## config.mk

```make
export PLATFORM = sky130hd
export DESIGN_NAME = switch_allocator
export DESIGN_NICKNAME = d
export VERILOG_FILES = /design/src/rtl/switch_allocator.sv
export SDC_FILE = /design/constraint.sdc
export NUM_CORES = 1
export LEC_CHECK = 0
export ABC_AREA = 1
export CAP_MARGIN = 30
export CORE_MARGIN = 2
export CORE_UTILIZATION = 49
export DETAILED_ROUTE_END_ITERATION = 10
export GPL_TIMING_DRIVEN = 1
export PLACE_DENSITY_LB_ADDON = 0.25
export SETUP_SLACK_MARGIN = 0.4
export SYNTH_ARGS = -nofsm -noshare
export SYNTH_HDL_FRONTEND = slang
export SYNTH_SLANG_ARGS = --single-unit
```

## constraint.sdc

```tcl
create_clock -name clk -period 8.35 [get_ports clk]
set_input_delay 2.0875 -clock clk [delete_from_list [all_inputs] [get_ports clk]]
set_output_delay 2.0875 -clock clk [all_outputs]
set_load 0.005 [all_outputs]
```

## src/rtl/switch_allocator.sv

```systemverilog
// Wormhole switch allocator for the 5-port mesh router (ports L, E, N, W, S).
// Each output is arbitrated round-robin among head flits, and it stays locked to
// the winning input until that input's tail flit transfers.
// The grant, out_valid and xbar_sel outputs are combinational. They depend only on
// the registered lock state, req_valid, out_ready and the owner's flit type.
// req_port feeds only the arbitration, so there is no path from req_port to grant.
module switch_allocator #(
   parameter int NUM_PORTS = 5,
   parameter int PORT_W    = 3
) (
   input  logic                        clk,
   input  logic                        rst_n,
   input  logic [NUM_PORTS-1:0]        req_valid,
   input  logic [2*NUM_PORTS-1:0]      req_type,
   input  logic [PORT_W*NUM_PORTS-1:0] req_port,
   input  logic [NUM_PORTS-1:0]        out_ready,
   output logic [NUM_PORTS-1:0]        grant,
   output logic [NUM_PORTS-1:0]        out_valid,
   output logic [PORT_W*NUM_PORTS-1:0] xbar_sel
);

   typedef enum logic {
      S_IDLE   = 1'b0,
      S_LOCKED = 1'b1
   } state_e;

   state_e            state_q [NUM_PORTS];
   state_e            state_d [NUM_PORTS];
   logic [PORT_W-1:0] owner_q [NUM_PORTS];
   logic [PORT_W-1:0] owner_d [NUM_PORTS];
   logic [PORT_W-1:0] ptr_q   [NUM_PORTS];
   logic [PORT_W-1:0] ptr_d   [NUM_PORTS];

   logic [NUM_PORTS-1:0] is_head;   // HDR (10) or single-flit (11)
   logic [NUM_PORTS-1:0] is_tail;   // TAIL (01) or single-flit (11)
   logic [NUM_PORTS-1:0] owns;      // input currently holds some output
   logic [NUM_PORTS-1:0] xfer;      // per output: flit moves this cycle
   logic [NUM_PORTS-1:0] cand [NUM_PORTS];
   logic [PORT_W:0]      pick [NUM_PORTS];

   // Round-robin pick. The MSB flags a winner and the low bits hold its index.
   // The scan runs backwards so that the last hit is the first input at or after ptr.
   function automatic logic [PORT_W:0] rr_pick(input logic [NUM_PORTS-1:0] c,
                                               input logic [PORT_W-1:0]    ptr);
      logic [PORT_W:0] res;
      int              idx;
      res = '0;
      for (int k = NUM_PORTS - 1; k >= 0; k--) begin
         idx = int'(ptr) + k;
         if (idx >= NUM_PORTS) idx = idx - NUM_PORTS;
         if (c[idx]) res = {1'b1, PORT_W'(idx)};
      end
      return res;
   endfunction

   // Successor of an input index, wrapping at NUM_PORTS.
   function automatic logic [PORT_W-1:0] next_idx(input logic [PORT_W-1:0] a);
      return (a == PORT_W'(NUM_PORTS - 1)) ? '0 : a + 1'b1;
   endfunction

   // Decode flit types and find which inputs already own an output.
   always_comb begin
      is_head = '0;
      is_tail = '0;
      owns    = '0;
      for (int i = 0; i < NUM_PORTS; i++) begin
         is_head[i] = req_type[2*i+1];
         is_tail[i] = req_type[2*i];
      end
      for (int o = 0; o < NUM_PORTS; o++) begin
         if (state_q[o] == S_LOCKED) owns[owner_q[o]] = 1'b1;
      end
   end

   // Candidate matrix: a valid head on a non-owning input requesting this output.
   // Codes 0, 6 and 7 never match any output.
   always_comb begin
      for (int o = 0; o < NUM_PORTS; o++) begin
         cand[o] = '0;
         for (int i = 0; i < NUM_PORTS; i++) begin
            cand[o][i] = req_valid[i] & is_head[i] & ~owns[i] &
                         (req_port[i*PORT_W +: PORT_W] == PORT_W'(o + 1));
         end
      end
   end

   // Crossbar drive: a locked output forwards its owner's flit when downstream is ready.
   always_comb begin
      grant     = '0;
      out_valid = '0;
      xfer      = '0;
      xbar_sel  = '1;
      for (int o = 0; o < NUM_PORTS; o++) begin
         if (state_q[o] == S_LOCKED) begin
            out_valid[o] = req_valid[owner_q[o]];
            xfer[o]      = req_valid[owner_q[o]] & out_ready[o];
            if (xfer[o]) grant[owner_q[o]] = 1'b1;
            xbar_sel[o*PORT_W +: PORT_W] = owner_q[o];
         end
      end
   end

   // Per-output FSM next state.
   // IDLE allocates to the round-robin winner. LOCKED releases on the tail transfer.
   // A released output always spends one cycle in IDLE before it is reallocated.
   always_comb begin
      for (int o = 0; o < NUM_PORTS; o++) begin
         state_d[o] = state_q[o];
         owner_d[o] = owner_q[o];
         ptr_d[o]   = ptr_q[o];
         pick[o]    = rr_pick(cand[o], ptr_q[o]);
         if (state_q[o] == S_IDLE) begin
            if (pick[o][PORT_W]) begin
               state_d[o] = S_LOCKED;
               owner_d[o] = pick[o][PORT_W-1:0];
            end
         end else if (xfer[o] && is_tail[owner_q[o]]) begin
            state_d[o] = S_IDLE;
            ptr_d[o]   = next_idx(owner_q[o]);
         end
      end
   end

   // State registers. Reset abandons any packet in flight.
   always_ff @(posedge clk or negedge rst_n) begin
      if (!rst_n) begin
         for (int o = 0; o < NUM_PORTS; o++) begin
            state_q[o] <= S_IDLE;
            owner_q[o] <= '0;
            ptr_q[o]   <= '0;
         end
      end else begin
         for (int o = 0; o < NUM_PORTS; o++) begin
            state_q[o] <= state_d[o];
            owner_q[o] <= owner_d[o];
            ptr_q[o]   <= ptr_d[o];
         end
      end
   end

endmodule

```

==> flow_summary.json <==
{
  "synth.distinct_cells": 48,
  "status": "finished clean",
  "tightest_slew_ns": 0.845,
  "dp_hpwl_um": 18600,
  "synth-seq-cells": 35,
  "maxSlewViolCount": 0,
  "vias_per_cell": 5.43,
  "drt_iter0_markers": 515,
  "cpMostUsedCell": "nor2_1",
  "pin_count": 62,
  "cp.required_ns": 6.26,
  "cts_tree": "yes",
  "placed_cells": 1556,
  "ant_nets": 0,
  "antenna_cells": 0,
  "layout-drive-gt1-share_pct": 7.85,
  "critical_path_class": "in2out",
  "reg2reg_to": "owner_q[4]$_DFFE_PN0P_",
  "crit_chain": "clkdlybuf4s50_1 > inv_1 > o311ai_0 > nor2_1 > nor2_1 > inv_1 > nor2_1 > nand2_1 > o31ai_1 > a31oi_1 > nand3_1 > clkdlybuf4s50_1",
  "firstDrtPassIters": 8,
  "die-width_um": 128,
  "critPathLaunch": "req_valid[3]",
  "antenna_found_initial": 0,
  "numCtsBuffers": 5,
  "post_drt_wl_per_cell_um": 14.5,
  "maxCapViolCount": 0,
  "worstHoldEndpoint": "owner_q[13]$_DFFE_PN0P_",
  "htreeDepth": 2,
  "synth_top_cell_area_share_pct": 22.8,
  "num_rows": 45,
  "synth.area.top_cells": "nand2_1 (23%), ha_1 (12%), dfrtp_1 (12%), inv_1 (8.1%), nand3_1 (7.9%)",
  "grt_pass1_vias": 7808,
  "final-setup-viol-count": 0,
  "cp.arrival_ns": 4.52,
  "coreArea_um2": 15100,
  "yosysTopAreaCell": "nand2_1",
  "fp.dieH_um": 128,
  "holdWs_ns": 0.645,
  "grt_max_degree": 36,
  "synth_fp_nets": 1436,
  "routed_wl_um": 22700,
  "fin_tns_setup_ns": 0,
  "area_growth_pct": 11.5,
  "ys_warn_count": 0,
  "crit_path_start_kind": "input pin",
  "synth_enable_flop_cells": 0,
  "netlist_area_um2": 7520,
  "holdPathStages": 2,
  "syn_avg_cell_area_um2": 5.68,
  "port-buffer-count": 61,
  "drc": 0,
  "maxSlewHeadroom_pct": 43.7,
  "hold_violations": 0,
  "grt_usage_pct": 28.3,
  "min-delay-start": "owner_q[13]$_DFFE_PN0P_",
  "grt-ovfl-total": 0,
  "post_cts.repair.setup_buffers": 0,
  "vias": 8489,
  "skew_ns": 0.00752,
  "max_freq_mhz": 151,
  "critPathSlowestCell": "clkdlybuf4s50_1",
  "r2r_slack_ns": 5.06,
  "synthArstFlopShare_pct": 100,
  "synthFlopType": "dfrtp_1",
  "layout_min_cycle_time_ns": 6.61,
  "clock_tree.root_cell": "clkbuf_16",
  "final_net_count": 1486,
  "r2r_start": "ptr_q[3]$_DFFE_PN0P_",
  "grt_pass1_wl_um": 37700,
  "clk_pin_slew_ns": 0.05,
  "period_share_pct": 79.1,
  "cts_resized": 0,
  "max_stage_delay_ns": 0.52,
  "cts_buffer_depth": 2,
  "worstPathMaxFanout": 4,
  "clock_sinks": 35,
  "seq_area_frac_synth_pct": 11.6,
  "hp-class": "reg2reg",
  "rsz0062_at_grt": "no",
  "ctsHoldBuffers": 0,
  "cp-end-kind": "output pin",
  "stdcell_count": 1563,
  "die-area_um2": 16400,
  "syn_inst": 1325,
  "gp_congestion": 1.02,
  "clock_latency_ns": 0.29,
  "reg2regPathDepth": 18,
  "start_util_pct": 49.9
}
[worst max-delay path, delay by kind of cell]
family / cells / cell delay (ns)
simple gates: 5 / 0.66
compound gates: 3 / 0.52
buf+inv: 4 / 1.25
[worst max-delay path by stage]
stage,to,slack [ns],cells after the start
6_report,grant[0],1.74,12
3_3_place_gp,grant[0],1.84,12
4_1_cts,grant[0],1.78,12
3_5_place_dp,grant[0],1.79,12
2_1_floorplan,grant[0],3.17,10
5_1_grt,grant[0],1.55,12
[layer usage]
layer	GRT usage [%]	wire length, um	vias to the layer above
met3	2.63	1050	33
met4	5.88	401	0
met1	37.6	10400	3842
met2	50.1	10800	249
met5	0	0	-
li1	-	-	4365
[placed cells by master (no fill, tap or decap), drive strengths merged]
cell	Yosys	final
nand2	478	478
inv	189	189
nand3	136	136
nor2	128	128
o21ai	80	80
ha	74	74
clkdlybuf4s50	0	60
a21oi	53	53
dfrtp	35	35
nor3	34	34
nand4	24	24
xor2	23	23
xnor2	9	9
o22ai	8	8
nand3b	6	6
clkbuf	2	6
o311ai	3	3
o31ai	3	3
a31oi	3	3
nor4	3	3
o21a	3	3
o211ai	3	3
a22o	2	2
clkinv	1	2
a22oi	2	2
a21boi	2	2
or3	1	1
a221oi	1	1
o2111ai	1	1
a211oi	1	1
a2111oi	1	1
buf	16	1
[stage by stage]
stage               setup slack, ns  utilization (%)  instance area (um2)
floorplan                      3.17                -                 7520
detailed placement             1.79             54.6                 8240
global placement               1.84             54.6                 8240
finish                         1.74             55.6                 8390
global route                   1.55             55.6                 8390
CTS                            1.78             55.6                 8390
[layout make-up]
class / count / area, um2
Inverter: 190 / 719
Clock inverter: 1 / 5.00
Multi-Input combinational cell: 1082 / 5810
Tap cell: 188 / 235
Clock buffer: 6 / 139
Timing Repair Buffer: 61 / 606
Fill cell: 1591 / 6700
Sequential cell: 35 / 876
[cells in the mapped netlist, drive strengths merged, types with 6 or more instances]
cell    instances
ha             74
inv           189
nand3b          6
xnor2           9
o21ai          80
nor2          128
dfrtp          35
o22ai           8
nand2         478
nand4          24
nor3           34
xor2           23
buf            16
a21oi          53
nand3         136
[kinds of logic after synthesis]
group | after synthesis | synth area share [%]
buffers and inverters | 208 | 11.2
adders and majority gates | 74 | 12.3
AOI/OAI and AO/OA | 166 | 12.5
and+or+nand+nor | 810 | 48.7
xor gates and xnor gates | 32 | 3.73
DFF | 35 | 11.6
[registers in the layout, indices dropped and copies added, names as in the netlist]
signal	flops
owner_q	15
state_q	5
ptr_q	15
Power is left out: the tool's default activity adds up to more than one toggle a clock period on the data nets, which glitch-free logic cannot reach.
